==> src/rtl/fetch_issue_queue_way0_pkg.sv <==
// Decode/issue types and constants shared by the fetch issue queue and both decode ways.
package fetch_issue_queue_way0_pkg;

    localparam int INST_W = 32;
    localparam int ADDR_W = 32;
    localparam int PID_W  = 2;

    localparam logic [INST_W-1:0] NOP_INST = 32'h00000013;

    typedef struct packed {
        logic [INST_W-1:0] inst;
        logic [ADDR_W-1:0] addr;
        logic [PID_W-1:0]  pid;
    } issue_entry_t;

endpackage

==> src/rtl/fetch_issue_queue_way0_mem.sv <==
// Register-file storage for the issue queue: one synchronous write port, one asynchronous read port.
module issue_queue_mem
    import fetch_issue_queue_way0_pkg::*;
#(
    parameter int DEPTH = 4
) (
    input  logic                     clk,
    input  logic                     wr_en_i,
    input  logic [$clog2(DEPTH)-1:0] wr_ptr_i,
    input  issue_entry_t             wr_data_i,
    input  logic [$clog2(DEPTH)-1:0] rd_ptr_i,
    output issue_entry_t             rd_data_o
);

    localparam int PTR_W = $clog2(DEPTH);

    issue_entry_t mem_q [DEPTH];

    // Contents are don't-care after reset, so entries carry no reset.
    for (genvar gi = 0; gi < DEPTH; gi++) begin : g_entry
        always_ff @(posedge clk) begin
            if (wr_en_i && (wr_ptr_i == PTR_W'(gi))) begin
                mem_q[gi] <= wr_data_i;
            end
        end
    end

    assign rd_data_o = mem_q[rd_ptr_i];

endmodule

==> src/rtl/fetch_issue_queue_way0.sv <==
// In-order instruction buffer feeding the way0 decoder over a valid/ready/pID handshake.
module fetch_issue_queue_way0
    import fetch_issue_queue_way0_pkg::*;
#(
    parameter int DEPTH = 4
) (
    input  logic                     clk,
    input  logic                     rst_n,
    input  logic                     flush_i,
    input  logic                     fetchValid_i,
    input  logic [INST_W-1:0]        fetchInst_i,
    input  logic [ADDR_W-1:0]        fetchAddr_i,
    output logic                     fetchReady_o,
    output logic                     valid_o,
    output logic [INST_W-1:0]        inst_o,
    output logic [ADDR_W-1:0]        instAddr_o,
    output logic [PID_W-1:0]         way0_pID_o,
    input  logic                     ready_i,
    output logic [$clog2(DEPTH):0]   count_o
);

    localparam int PTR_W = $clog2(DEPTH);
    localparam int CNT_W = PTR_W + 1;

    logic [PTR_W-1:0] head_q, head_d;
    logic [PTR_W-1:0] tail_q, tail_d;
    logic [CNT_W-1:0] count_q, count_d;
    logic [PID_W-1:0] pid_cnt_q, pid_cnt_d;

    logic         not_full;
    logic         not_empty;
    logic         enq;
    logic         deq;
    issue_entry_t wr_entry;
    issue_entry_t rd_entry;

    // Full/empty come from the occupancy count only, keeping ready_i off the fetch-ready path.
    assign not_full  = (count_q != CNT_W'(DEPTH));
    assign not_empty = (count_q != '0);
    assign enq       = fetchValid_i && not_full && !flush_i;
    assign deq       = not_empty && ready_i && !flush_i;

    assign wr_entry  = '{inst: fetchInst_i, addr: fetchAddr_i, pid: pid_cnt_q};

    issue_queue_mem #(
        .DEPTH (DEPTH)
    ) u_mem (
        .clk       (clk),
        .wr_en_i   (enq),
        .wr_ptr_i  (tail_q),
        .wr_data_i (wr_entry),
        .rd_ptr_i  (head_q),
        .rd_data_o (rd_entry)
    );

    always_comb begin
        head_d    = head_q;
        tail_d    = tail_q;
        count_d   = count_q;
        pid_cnt_d = pid_cnt_q;
        if (flush_i) begin
            // The pID counter keeps running across a flush so the decoder sees a continuous sequence.
            head_d  = '0;
            tail_d  = '0;
            count_d = '0;
        end else begin
            if (enq) begin
                tail_d    = tail_q + 1'b1;
                pid_cnt_d = pid_cnt_q + 1'b1;
            end
            if (deq) begin
                head_d = head_q + 1'b1;
            end
            if (enq && !deq) begin
                count_d = count_q + 1'b1;
            end else if (deq && !enq) begin
                count_d = count_q - 1'b1;
            end
        end
    end

    always_ff @(posedge clk) begin
        if (!rst_n) begin
            head_q    <= '0;
            tail_q    <= '0;
            count_q   <= '0;
            pid_cnt_q <= '0;
        end else begin
            head_q    <= head_d;
            tail_q    <= tail_d;
            count_q   <= count_d;
            pid_cnt_q <= pid_cnt_d;
        end
    end

    assign fetchReady_o = not_full;
    assign valid_o      = not_empty;
    assign inst_o       = not_empty ? rd_entry.inst : NOP_INST;
    assign instAddr_o   = not_empty ? rd_entry.addr : '0;
    assign way0_pID_o   = not_empty ? rd_entry.pid  : '0;
    assign count_o      = count_q;

endmodule

==> config.mk <==
export PLATFORM = sky130hd
export DESIGN_NAME = fetch_issue_queue_way0
export DESIGN_NICKNAME = d
export VERILOG_FILES = /design/src/rtl/fetch_issue_queue_way0_pkg.sv /design/src/rtl/fetch_issue_queue_way0_mem.sv /design/src/rtl/fetch_issue_queue_way0.sv
export SDC_FILE = /design/constraint.sdc
export NUM_CORES = 1
export LEC_CHECK = 0
export ABC_AREA = 1
export ABC_CLOCK_PERIOD_IN_PS = 4700
export CAP_MARGIN = 20
export CORE_ASPECT_RATIO = 1.2
export CORE_MARGIN = 2
export CORE_UTILIZATION = 42
export CTS_CLUSTER_DIAMETER = 60
export DETAILED_ROUTE_END_ITERATION = 10
export HOLD_SLACK_MARGIN = 0.05
export PLACE_DENSITY = 0.66
export SLEW_MARGIN = 20
export SYNTH_ARGS = -nofsm -noshare
export SYNTH_HDL_FRONTEND = slang
export SYNTH_SLANG_ARGS = --single-unit
==> constraint.sdc <==
create_clock -name clk -period 4.7 [get_ports clk]
set_input_delay 0.705 -clock clk [delete_from_list [all_inputs] [get_ports clk]]
set_output_delay 0.705 -clock clk [all_outputs]
set_load 0.05 [all_outputs]
==> impl_table.tex <==
\begin{tabular}{lr}
\hline
Metric & Value \\
\hline
\multicolumn{2}{l}{\textbf{Clock tree}} \\
\quad CTS tree & done \\
\quad CTS-repair resized insts & 0 \\
\quad Library cell used as clock root buffer & sky130\_fd\_sc\_hd\_\_clkbuf\_16 \\
\quad Level count of the clock H-tree & 1 \\
\quad Clk sinks & 275 \\
\quad Clock-pin slew of the registers on the worst-case setup and hold paths & 60 ps \\
\quad Insertion delay to the later sink of the worst-skew pair & 520 ps \\
\quad Setup bufs post-CTS & 0 \\
\quad Count of hold buffers inserted by post-cts repair & 0 \\
\quad CTS buffer count & 26 \\
\quad Clock buffer depth & 3 \\
\multicolumn{2}{l}{\textbf{Pwr}} \\
\quad Worst IR drop on VDD & 0.321 mV \\
\quad Power per cell area & 399 nW/um\^{}2 \\
\quad Overall power & 5.32 mW \\
\quad Leak pwr & 4.49 nW \\
\multicolumn{2}{l}{\textbf{Die}} \\
\quad Boundary pin count & 140 \\
\quad Die footprint & 27,100 um\^{}2 \\
\quad Floorplan die height & 180 um \\
\quad Die Span X & 151 um \\
\quad Core Area & 25,500 um\^{}2 \\
\quad Standard-cell rows & 64 \\
\quad Initial cell density of the core & 0.426 \\
\multicolumn{2}{l}{\textbf{STA}} \\
\quad RSZ-0062 raised after global routing & no \\
\quad Final Critical Period & 4150 ps \\
\quad Max Clock Freq & 0.241 GHz \\
\quad Worst-margin pin slew & 1010 ps \\
\quad Final critical-path share of the clock period & 0.882 \\
\quad Normalized max-slew margin & 0.325 \\
\quad Final max-slew violation count & 0 \\
\quad Final setup fails & 0 \\
\quad Clock Skew & 6.08 ps \\
\quad Hold violation total from the final report & 0 \\
\multicolumn{2}{l}{\textbf{Global routing}} \\
\quad Global-route wire length before repair & 36,600 um \\
\quad Largest net degree at the start of global routing & 75 \\
\quad Number of antenna violations at the first check in global routing & 1 \\
\quad All-layer global routing usage & 0.172 \\
\quad Number of global-route vias before repair & 6,944 \\
\quad Sum of overflow across all layers after global routing & 0 \\
\multicolumn{2}{l}{\textbf{Yosys}} \\
\quad Most frequently used cell type in the post-synthesis netlist & sky130\_fd\_sc\_hd\_\_nor2\_1 \\
\quad Most instantiated flip-flop cell in the synthesis netlist & sky130\_fd\_sc\_hd\_\_edfxtp\_1 \\
\quad Post-Synthesis Cell Area & 10,800 um\^{}2 \\
\quad EDFF count, synth & 264 \\
\quad Synthesized area per cell & 12.5 um\^{}2 \\
\quad Post-synthesis cell type with the largest combined area & sky130\_fd\_sc\_hd\_\_edfxtp\_1 \\
\quad Post-synthesis sequential area ratio & 0.752 \\
\quad Synthesized instance count & 864 \\
\quad Net count of the mapped netlist & 939 \\
\quad FFs w/ async S/R, synth & 0 \\
\quad Cell types with the largest area share after synthesis & sky130\_fd\_sc\_hd\_\_edfxtp\_1 73\%, sky130\_fd\_sc\_hd\_\_nor2\_1 9.3\%, sky130\_fd\_sc\_hd\_\_a21oi\_1 3.4\% \\
\quad Warning count from the yosys run & 0 \\
\quad Flops \& latches, synth & 275 \\
\quad Area fraction of the dominant cell type after synthesis & 0.732 \\
\quad Cell types with the highest counts after synthesis & 268 x sky130\_fd\_sc\_hd\_\_nor2\_1, 264 x sky130\_fd\_sc\_hd\_\_edfxtp\_1, 73 x sky130\_fd\_sc\_hd\_\_a21oi\_1, 67 x sky130\_fd\_sc\_hd\_\_o21ai\_0, 63 x sky130\_fd\_sc\_hd\_\_o21ai\_1 \\
\quad Number of distinct library cells after synthesis & 22 \\
\multicolumn{2}{l}{\textbf{Outcome}} \\
\quad Run status & finished clean \\
\multicolumn{2}{l}{\textbf{Place}} \\
\quad Cell Count Post-Placement & 1,300 \\
\quad Final RePlAce weighted congestion & 0.744 \\
\quad Detailed Place HPWL & 13,400 um \\
\quad Number of buffers added on ports & 139 \\
\multicolumn{2}{l}{\textbf{Routing}} \\
\quad Drt first-iter violations & 393 \\
\quad Detailed-router iteration count before antenna repair & 5 \\
\quad Detail Route Antenna Nets & 0 \\
\quad Routed wire length per instance & 17.2 um \\
\quad Total via count in the routed design & 6,850 \\
\quad Total routed wirelength & 23,100 um \\
\quad Via-per-instance ratio & 5.08 \\
\quad DRC Markers & 0 \\
\multicolumn{2}{l}{\textbf{Hold path}} \\
\quad Worst hold path depth & 2 \\
\quad Path category of the worst min-delay check & reg2reg \\
\multicolumn{2}{l}{\textbf{Finish}} \\
\quad Final core occ & 0.524 \\
\quad Final Net Count & 1,073 \\
\quad Final instance count without filler cells & 1,348 \\
\quad Layout-stage area growth over the synthesis result & 23.1\% \\
\quad Fraction of final layout cells with drive strength greater than 1 & 0.0600 \\
\multicolumn{2}{l}{\textbf{Flow run}} \\
\quad Max-capacitance violation count & 0 \\
\multicolumn{2}{l}{\textbf{Worst setup path}} \\
\quad Crit Path Category & reg2out \\
\quad Crit path required time & 3990 ps \\
\quad Critical path startpoint category & flop \\
\quad Cell depth of the worst flop-to-flop path & 5 \\
\quad Worst-path maximum fanout & 74 \\
\quad Signal arrival time at the worst endpoint & 3440 ps \\
\quad CP Capture Type & primary output \\
\hline
\end{tabular}
-- routing by layer --
layer | part of all wire | vias up | GRT usage | wire (um)
met5 | 0 | - | 0 | 0
met1 | 0.41 | 3297 | 0.215 | 9530
li1 | - | 3305 | - | -
met2 | 0.50 | 205 | 0.302 | 11700
met4 | 0.027 | 0 | 0.0609 | 626
met3 | 0.058 | 43 | 0.0272 | 1340
-- sequential cells by signal, summed over array words and instances (netlist names), named ones only --
| signal | count |
|---|---|
| count_o | 3 |
| head_q | 2 |
| pid_cnt_q | 2 |
| tail_q | 2 |
| u_mem.mem_q | 264 |
-- final cells by class --
class	count	area, um^2
Antenna cell	1	2.50
Clock buffer	28	679
Clock inverter	19	166
Fill cell	2180	12100
Inverter	24	92.6
Multi-Input combinational cell	516	2300
Sequential cell	275	8150
Tap cell	330	413
Timing Repair Buffer	155	1540
-- report_power, final --
group	total [mW]	switching (mW)	internal (mW)
logic	0.515	0.344	0.170
clock network	2.06	0.855	1.20
registers	2.75	0.0185	2.73
total	5.32	1.22	4.11
-- worst max-delay path, stage by stage (launching register included) --
cell	delay [ps]
sky130_fd_sc_hd__dfxtp_4	570
sky130_fd_sc_hd__inv_4	410
sky130_fd_sc_hd__buf_4	600
sky130_fd_sc_hd__o21ai_0	190
sky130_fd_sc_hd__a21oi_1	250
sky130_fd_sc_hd__clkdlybuf4s50_1	850
-- final timing paths --
check                               start                            to  slack (ps)
setup reg to reg  count_o[0]$_SDFFE_PP0P_  u_mem.mem_q[1][12]$_DFFE_PP_        2090
hold reg to reg    head_q[0]$_SDFFE_PP0P_        head_q[0]$_SDFFE_PP0P_         510
setup / recovery                     flop                instAddr_o[14]         550
hold / removal     head_q[0]$_SDFFE_PP0P_        head_q[0]$_SDFFE_PP0P_         510
-- placed cells by master, fill, tap and decap left out --
cell type,instances
sky130_fd_sc_hd__nor2_1,264
sky130_fd_sc_hd__edfxtp_1,264
sky130_fd_sc_hd__clkdlybuf4s50_1,139
sky130_fd_sc_hd__a21oi_1,73
sky130_fd_sc_hd__o21ai_0,67
sky130_fd_sc_hd__o21ai_1,63
sky130_fd_sc_hd__nand2_1,30
sky130_fd_sc_hd__clkbuf_16,27
sky130_fd_sc_hd__inv_1,21
sky130_fd_sc_hd__buf_4,14
sky130_fd_sc_hd__clkinv_1,10
sky130_fd_sc_hd__dfxtp_1,9
sky130_fd_sc_hd__nand3_1,6
sky130_fd_sc_hd__ha_1,5
sky130_fd_sc_hd__nor2_4,4
sky130_fd_sc_hd__bufinv_16,3
sky130_fd_sc_hd__clkinv_2,3
sky130_fd_sc_hd__inv_2,2
sky130_fd_sc_hd__nand4_1,2
sky130_fd_sc_hd__clkinvlp_4,2
sky130_fd_sc_hd__buf_12,2
sky130_fd_sc_hd__diode_2,1
sky130_fd_sc_hd__inv_4,1
sky130_fd_sc_hd__xor2_1,1
sky130_fd_sc_hd__fa_1,1
sky130_fd_sc_hd__dfxtp_4,1
sky130_fd_sc_hd__dfxtp_2,1
sky130_fd_sc_hd__clkinv_4,1
sky130_fd_sc_hd__clkbuf_1,1
-- logic make-up after synthesis --
| logic type | after synthesis | synth area share |
|---|---|---|
| AO/OA/AOI/OAI | 203 | 0.0938 |
| XOR/XNOR | 1 | 0.000808 |
| adder cells (fa/ha/maj) | 6 | 0.00762 |
| buffers and inverters | 73 | 0.0388 |
| flip-flops | 275 | 0.752 |
| AND/OR/NAND/NOR | 306 | 0.107 |
-- stage by stage --
stage / TNS, ps / hold slack [ps] / instance area (um^2) / setup WS [ps]
floorplan: -55110 / 460 / 10800 / -209
global placement: 0 / 487 / 12500 / 1070
detailed placement: 0 / 487 / 12500 / 1050
CTS: 0 / 511 / 13300 / 493
global route: 0 / 543 / 13300 / 272
finish: 0 / 512 / 13300 / 553
(Power assumes the default switching activity.)
